<file path="src/rtl/ifns_tx_scheduler.sv">
// Transmit sequencer for the IFNS 4b->5b crosstalk-avoidance code: slices each
// accepted word into nibbles and streams one registered codeword per cycle.

module encoderIFNS_4di_core (
  input  logic [3:0] d_i,
  output logic [4:0] c_o
);
  // The 16 five-bit words free of 010/101 patterns, in ascending order.
  always_comb begin
    c_o = 5'b00000;
    case (d_i)
      4'h0:    c_o = 5'b00000;
      4'h1:    c_o = 5'b00001;
      4'h2:    c_o = 5'b00011;
      4'h3:    c_o = 5'b00110;
      4'h4:    c_o = 5'b00111;
      4'h5:    c_o = 5'b01100;
      4'h6:    c_o = 5'b01110;
      4'h7:    c_o = 5'b01111;
      4'h8:    c_o = 5'b10000;
      4'h9:    c_o = 5'b10001;
      4'hA:    c_o = 5'b10011;
      4'hB:    c_o = 5'b11000;
      4'hC:    c_o = 5'b11001;
      4'hD:    c_o = 5'b11100;
      4'hE:    c_o = 5'b11110;
      4'hF:    c_o = 5'b11111;
      default: c_o = 5'b00000;
    endcase
  end
endmodule

module ifns_tx_scheduler #(
  parameter int NIBBLES   = 4,
  parameter int MSB_FIRST = 1
) (
  input  logic                   clock,
  input  logic                   rst,
  input  logic [4*NIBBLES-1:0]   in_data,
  input  logic                   in_valid,
  output logic                   in_ready,
  output logic [4:0]             out_code,
  output logic                   out_valid,
  input  logic                   out_ready,
  output logic                   out_last,
  output logic                   busy
);
  localparam int W  = 4 * NIBBLES;
  localparam int CW = (NIBBLES > 1) ? $clog2(NIBBLES) : 1;
  localparam logic [CW-1:0] LAST_IDX = CW'(NIBBLES - 1);

  typedef enum logic [0:0] {IDLE = 1'b0, SEND = 1'b1} state_t;

  state_t          state_q;
  logic [W-1:0]    buf_q;
  logic [CW-1:0]   cnt_q;
  logic [4:0]      code_q;
  logic            valid_q;
  logic            last_q;
  logic            advance_s;
  logic [3:0]      nib_s;
  logic [4:0]      code_d;

  function automatic logic [3:0] pick_nibble(input logic [W-1:0] word, input logic [CW-1:0] k);
    int pos;
    pos = (MSB_FIRST != 0) ? (NIBBLES - 1 - int'(k)) : int'(k);
    return word[4*pos +: 4];
  endfunction

  assign advance_s = ~valid_q | out_ready;
  assign in_ready  = ~rst & advance_s & (state_q == IDLE);
  assign out_code  = code_q;
  assign out_valid = valid_q;
  assign out_last  = last_q;
  assign busy      = (state_q == SEND) | valid_q;

  // In IDLE the core sees nibble 0 of the incoming word so it can be captured on acceptance.
  always_comb begin
    if (state_q == SEND) begin
      nib_s = pick_nibble(buf_q, cnt_q);
    end else begin
      nib_s = pick_nibble(in_data, '0);
    end
  end

  encoderIFNS_4di_core u_core (
    .d_i (nib_s),
    .c_o (code_d)
  );

  // Sequencer and output register; out_code is left untouched when idle to hold the bus.
  always_ff @(posedge clock) begin
    if (rst) begin
      state_q <= IDLE;
      buf_q   <= '0;
      cnt_q   <= '0;
      code_q  <= 5'b00000;
      valid_q <= 1'b0;
      last_q  <= 1'b0;
    end else begin
      case (state_q)
        IDLE: begin
          if (advance_s) begin
            if (in_valid) begin
              code_q  <= code_d;
              valid_q <= 1'b1;
              last_q  <= (NIBBLES == 1);
              buf_q   <= in_data;
              cnt_q   <= (NIBBLES > 1) ? CW'(1) : '0;
              state_q <= (NIBBLES > 1) ? SEND : IDLE;
            end else begin
              valid_q <= 1'b0;
              last_q  <= 1'b0;
            end
          end
        end
        SEND: begin
          if (advance_s) begin
            code_q  <= code_d;
            valid_q <= 1'b1;
            last_q  <= (cnt_q == LAST_IDX);
            if (cnt_q == LAST_IDX) begin
              state_q <= IDLE;
              cnt_q   <= '0;
            end else begin
              cnt_q   <= cnt_q + CW'(1);
            end
          end
        end
        default: begin
          state_q <= IDLE;
          cnt_q   <= '0;
          valid_q <= 1'b0;
          last_q  <= 1'b0;
        end
      endcase
    end
  end
endmodule
</file>
<file path="config.mk">
export PLATFORM = sky130hd
export DESIGN_NAME = ifns_tx_scheduler
export DESIGN_NICKNAME = d
export VERILOG_FILES = /design/src/rtl/ifns_tx_scheduler.sv
export SDC_FILE = /design/constraint.sdc
export NUM_CORES = 1
export LEC_CHECK = 0
export BUFFER_PORTS_ARGS = -buffer_cell sky130_fd_sc_hd__buf_2
export CORE_AREA = 2 2 72 74
export DETAILED_ROUTE_END_ITERATION = 10
export DIE_AREA = 0 0 74 76
export PLACE_DENSITY = 0.49
export SYNTH_ARGS = -nofsm -noshare
export SYNTH_HDL_FRONTEND = slang
export SYNTH_SLANG_ARGS = --single-unit
export TNS_END_PERCENT = 5
</file>
<file path="constraint.sdc">
create_clock -name clock -period 2.1 [get_ports clock]
set_input_delay 0.315 -clock clock [delete_from_list [all_inputs] [get_ports clock]]
set_output_delay 0.315 -clock clock [all_outputs]
set_load 0.02 [all_outputs]
</file>
==> impl_metrics.toml, run 1 <==
[drt]
first_pass_iters = 4
ant_nets = 0
initialDrtViolationCount = 18
wl_mm = 3.220
drc = 0
wl_per_cell_um = 11.93
vias = 1217
post_drt_via_cell_ratio = 4.507

[grt]
grt_pass1_vias = 1151
grt_overflow = 0
grt_pass1_wl_mm = 5.492
grt_max_degree = 19
grtUsageTotal = 0.1248
antenna_found_initial = 0

[timing]
max-slew-margin-rel = 0.7911
setup_viol = 0
maxSlewViolCount = 0
finalCritPeriodShare = 0.9557
final_hold_viol_count = 0
fin_skew_ns = 0.007453
setup_tns_ns = 0
fin_crit_ns = 2.007
max_freq_mhz = 498.3
max_slew.worst_pin.slew_ns = 0.3090
setup_ws_ns = 0.09312

[placed_design]
port_buffers = 28
gp_congestion = 0.8379
dpl_cell_area_mm2 = 0.001664
place_ws_ns = 0.01708
hpwl_mm = 2.330

[clock_network]
cts_max_path_buffers = 2
cts_hold_buffers = 0
cts_max_level = 1
cts_tree = "built"
cts.sinks = 26
clkLatencyLatePin_ns = 0.27
numCtsBuffers = 3
cts-root-buf = "clkbuf_8"
path_clk_slew_ns = 0.10

[power]
irDropWorstVdd_uv = 242.1
p_leak_nw = 0.7497
power_mw = 1.292
powerDensity_mw_per_mm2 = 725.6

[logic_synthesis]
syn_area_mm2 = 0.001416
synth_cells = 168
ys_seq_elements = 26
ys.warnings.count = 0
syn_nets = 193
syn-mean-instance-area_um2 = 8.431
ys_types = 33
ys_seq_area_frac = 0.3675

[floorplan]
die_area_mm2 = 0.005624
dieHeight_um = 76
core_mm2 = 0.004912
die_x_um = 74
fp-row-count = 26
io_pins = 29
start_util = 0.2883

[setup_path]
path_cells = "buf_4 -> mux4_2 -> nor2b_1 -> nor3b_1 -> or4_1 -> a21oi_1"
crit_buf_inv = 1
cp-end-kind = "flip-flop"
cp.arrival_ns = 2.21
cp_slowest_cell = "mux4_2"
crit_type = "reg -> reg"
slowest_delay_ns = 0.57
cp.depth = 6
worstRegToRegCells = 6
crit_path_max_fanout = 5
cpLargestDelayFamily = "simple AND/OR/NAND/NOR gates"
start_kind = "flip-flop"
worstPathRequired_ns = 2.30

[final_layout]
regArea_um2 = 524.3
final_common_cell = "nand2_1"
multi_input_area_um2 = 843.3
num-nets-final = 226
drive_above_1_share = 0.3150
area_delta_synth_final_pct = 25.71
layout_common_cells = "nand2_1, buf_2, a21oi_1, dfxtp_1, buf_4"
stdcell_area_mm2 = 0.001780
antennaDiodeCount = 0
fill_cells = 528

[run_status]
outcome = "finished clean"

[job]
maxCapViolations = 0

[min_path]
holdPathStages = 3
worstHoldPathType = "in -> reg"
-- state kept, by name (all words and copies together), names as in the netlist --
signal	count
buf_q	16
out_code	5
cnt_q	2
out_last	1
out_valid	1
state_q	1
-- cells by family after synthesis --
| family | count (synthesis) | synth area share |
|---|---|---|
| flip-flops | 26 | 0.3675 |
| multiplexers | 13 | 0.1325 |
| XOR/XNOR | 6 | 0.03710 |
| AND/OR/NAND/NOR | 68 | 0.2155 |
| adder cells (fa/ha/maj) | 5 | 0.04417 |
| AO/OA/AOI/OAI | 35 | 0.1422 |
| buffers and inverters | 15 | 0.06095 |
-- power breakdown --
group	switching [mW]	internal (mW)
clock network	0.162	0.255
logic	0.165	0.148
registers	0.0307	0.531
-- through the flow --
step / std cells / hold slack, ns / utilization
after floorplan: 168 / 0.4315 / -
after global placement: 265 / 0.4397 / 0.3388
after detailed placement: 265 / 0.4455 / 0.3388
after global routing: 270 / 0.2580 / 0.3625
after CTS: 269 / 0.2592 / 0.3535
final: 270 / 0.2656 / 0.3625
-- synthesized netlist by cell type (all sizes together) --
cell type	n	area share
a22oi	1	0.0053
xnor2	1	0.0062
a211oi	1	0.0053
inv	3	0.0079
nor2b	4	0.018
mux2i	9	0.066
xor2	5	0.031
a32oi	1	0.0062
a21oi	24	0.085
dfxtp	26	0.37
o22ai	3	0.013
nor3b	2	0.011
nor4b	1	0.0062
buf	5	0.034
nand3	1	0.0035
a221oi	1	0.0062
a311oi	1	0.0062
nor2	9	0.024
and2b	1	0.0062
or4	1	0.0053
or2	2	0.0088
clkbuf	7	0.019
nand2	40	0.11
nor3	4	0.014
a2bb2oi	1	0.0062
ha	5	0.044
o21ai	1	0.0035
o31ai	1	0.0053
nand2b	3	0.013
mux4	4	0.066
-- worst register-to-register path, delay by kind of cell, from the launching register on --
| family | cells | cell delay, ns |
|---|---|---|
| flip-flops | 1 | 0.40 |
| multiplexers | 1 | 0.57 |
| AO/OA/AOI/OAI | 1 | 0.13 |
| AND/OR/NAND/NOR | 3 | 0.68 |
| buffers and inverters | 1 | 0.17 |
-- routing by layer --
metal / vias up / track usage / share of wire
met3: 2 / 0.02116 / 0.034
met2: 20 / 0.1902 / 0.47
met1: 554 / 0.1782 / 0.49
li1: 641 / - / -
met5: - / 0 / 0
met4: 0 / 0.03818 / 0.0056
-- final timing paths --
kind | start | to | slack, ns
hold reg to reg | out_last | out_last | 0.46
hold / removal | in_data[2] | buf_q[2] | 0.27
setup / recovery | cnt_q[0] | out_code[2] | 0.09
setup reg to reg | cnt_q[0] | out_code[2] | 0.09
-- area by class of cell --
type	count	share of cell area
Clock buffer	3	0.02319
Clock inverter	1	0.01687
Inverter	3	0.006325
Multi-Input combinational cell	127	0.4736
Sequential cell	26	0.2944
Tap cell	70	0.04919
Timing Repair Buffer	40	0.1363
-- timing repair --
action	in CTS	in global routing
gates resized for setup	1	11
setup buffers	0	1
endpoints found under the setup margin	1	3
No activity file was read; power rests on OpenSTA's default activity.
==> run 2, diff against run 1 <==
Settings changed: CORE_AREA 2 2 72 74 to 2 2 58 60, DIE_AREA 0 0 74 76 to 0 0 60 62, PLACE_DENSITY 0.49 to 0.7.
==> run 2 against run 1 <==
Against the previous run: total power decreased by 10%; critical path depth increased by 3; clock power decreased by 37%; sequential share of layout area increased by 0.47 points; largest power group unchanged; wire length increased by 6.8%; die area decreased by 34%; register-to-register slack got worse by 0.03 ns; clock-buffer cell count increased by 1; final cell count decreased by 9.3%; sequential cell count unchanged.
==> impl_metrics.toml, run 2 (synthesized netlist as in run 1, its figures left out) <==
[placed_design]
place_ws_ns = -0.01007
port_buffers = 28
hpwl_mm = 2.276
gp_congestion = 0.9267
dpl_cell_area_mm2 = 0.001599
placedCellCount = 238

[clock_network]
cts_max_path_buffers = 2
cts.sinks = 26
cts_tree = "built"
clkLatencyLatePin_ns = 0.33
cts-root-buf = "clkbuf_4"
cts_max_level = 1
numCtsBuffers = 3
path_clk_slew_ns = 0.15

[drt]
wl_per_cell_um = 14.03
drc = 0
wl_mm = 3.438
vias = 1281
post_drt_via_cell_ratio = 5.229
initialDrtViolationCount = 43
ant_nets = 0
first_pass_iters = 4

[grt]
grt_overflow = 0
antenna_found_initial = 0
grt_pass1_wl_mm = 5.071
grtUsageTotal = 0.1853
grt_pass1_vias = 1154
grt_max_degree = 22

[floorplan]
dieHeight_um = 62
die_area_mm2 = 0.003720
die_x_um = 60
start_util = 0.4455
fp-row-count = 21
core_mm2 = 0.003179
io_pins = 29

[setup_path]
cp-end-kind = "flip-flop"
cp.arrival_ns = 2.31
crit_type = "reg -> reg"
crit_path_max_fanout = 4
worstPathRequired_ns = 2.38
start_kind = "flip-flop"

[final_layout]
fill_cells = 284
multi_input_area_um2 = 895.9
largest_reg_flops = 16
num-nets-final = 225
drive_above_1_share = 0.3317
regMostFlops = "buf_q"
utilization = 0.5525
area_delta_synth_final_pct = 24.03
layout_common_cells = "nand2_1, buf_2, dfxtp_1, a21oi_1, buf_4"
final_common_cell = "nand2_1"
stdcell_area_mm2 = 0.001757
regArea_um2 = 525.5
stdcell_count = 245
antennaDiodeCount = 0

[power]
seqPwrFrac = 0.489
power_frac_clock = 0.226
powerDensity_mw_per_mm2 = 659.3
power_mw = 1.158
p_leak_nw = 0.7229
swShare = 0.3172
power_switching_mw = 0.3674
p_int_mw = 0.7908
pwr-share-comb = 0.285
irDropWorstVdd_uv = 351.6

[timing]
max-slew-margin-rel = 0.2997
max_slew.worst_pin.slew_ns = 1.047
finalCritPeriodShare = 0.9691
setup_viol = 0
maxSlewViolCount = 0
max_freq_mhz = 491.4
setup_ws_ns = 0.06495
fin_crit_ns = 2.035
fin_skew_ns = 0.006215
final_hold_viol_count = 0

[min_path]
worstHoldPathType = "in -> reg"

[run_status]
outcome = "finished clean"

[job]
maxCapViolations = 0
## run 2: critical path, stage by stage (launching register included)
cell,delay (ns)
dfxtp_1,0.52
nand2_1,0.12
o22ai_2,0.19
a21oi_4,0.08
inv_2,0.13
ha_4,0.15
nor2b_2,0.14
nor3b_2,0.05
or4_1,0.49
a21oi_1,0.12
## run 2: cell type report
cell class	count	area share
clock buffers	4	0.02066
inverters	3	0.006410
multi-input cells	127	0.5100
flip-flops and latches	26	0.2991
well taps	46	0.03276
repair buffers	39	0.1311
## run 2: what timing repair did
| item | CTS | global route |
|---|---|---|
| gates resized for setup | 1 | 24 |
| hold buffers | 0 | 0 |
| setup endpoints to repair | 3 | 3 |
| setup buffers | 0 | 3 |
| pin swaps | 0 | 3 |
## run 2: routing by layer
metal,vias up,part of all wire,GRT usage
met4,0,0.018,0.05714
met1,597,0.45,0.2266
met3,8,0.045,0.04141
met2,39,0.49,0.3261
met5,-,0,0
li1,637,-,-
## run 2: power groups by stage
stage | Combinational, mW | Clock [mW] | Sequential [mW]
after floorplan | 0.201 | 0 | 0.579
after detailed placement | 0.285 | 0 | 0.572
after global routing | 0.363 | 0.288 | 0.572
after global placement | 0.280 | 0 | 0.569
final | 0.330 | 0.262 | 0.567
after CTS | 0.287 | 0.266 | 0.562
## run 2: worst paths after layout
check         startpoint          end  slack, ns  depth (start not counted)
min reg2reg  out_code[2]  out_code[2]       0.46                          2
min           in_data[8]     buf_q[8]       0.21                          3
max reg2reg      state_q  out_code[2]       0.06                          9
max              state_q  out_code[2]       0.06                          9
## run 2: through the flow
step | hold WS, ns | TNS, ns
final | 0.2077 | 0
after floorplan | 0.4315 | 0
after global routing | 0.1987 | -0.01942
after detailed placement | 0.4490 | -0.01572
after CTS | 0.2070 | 0
after global placement | 0.4410 | 0
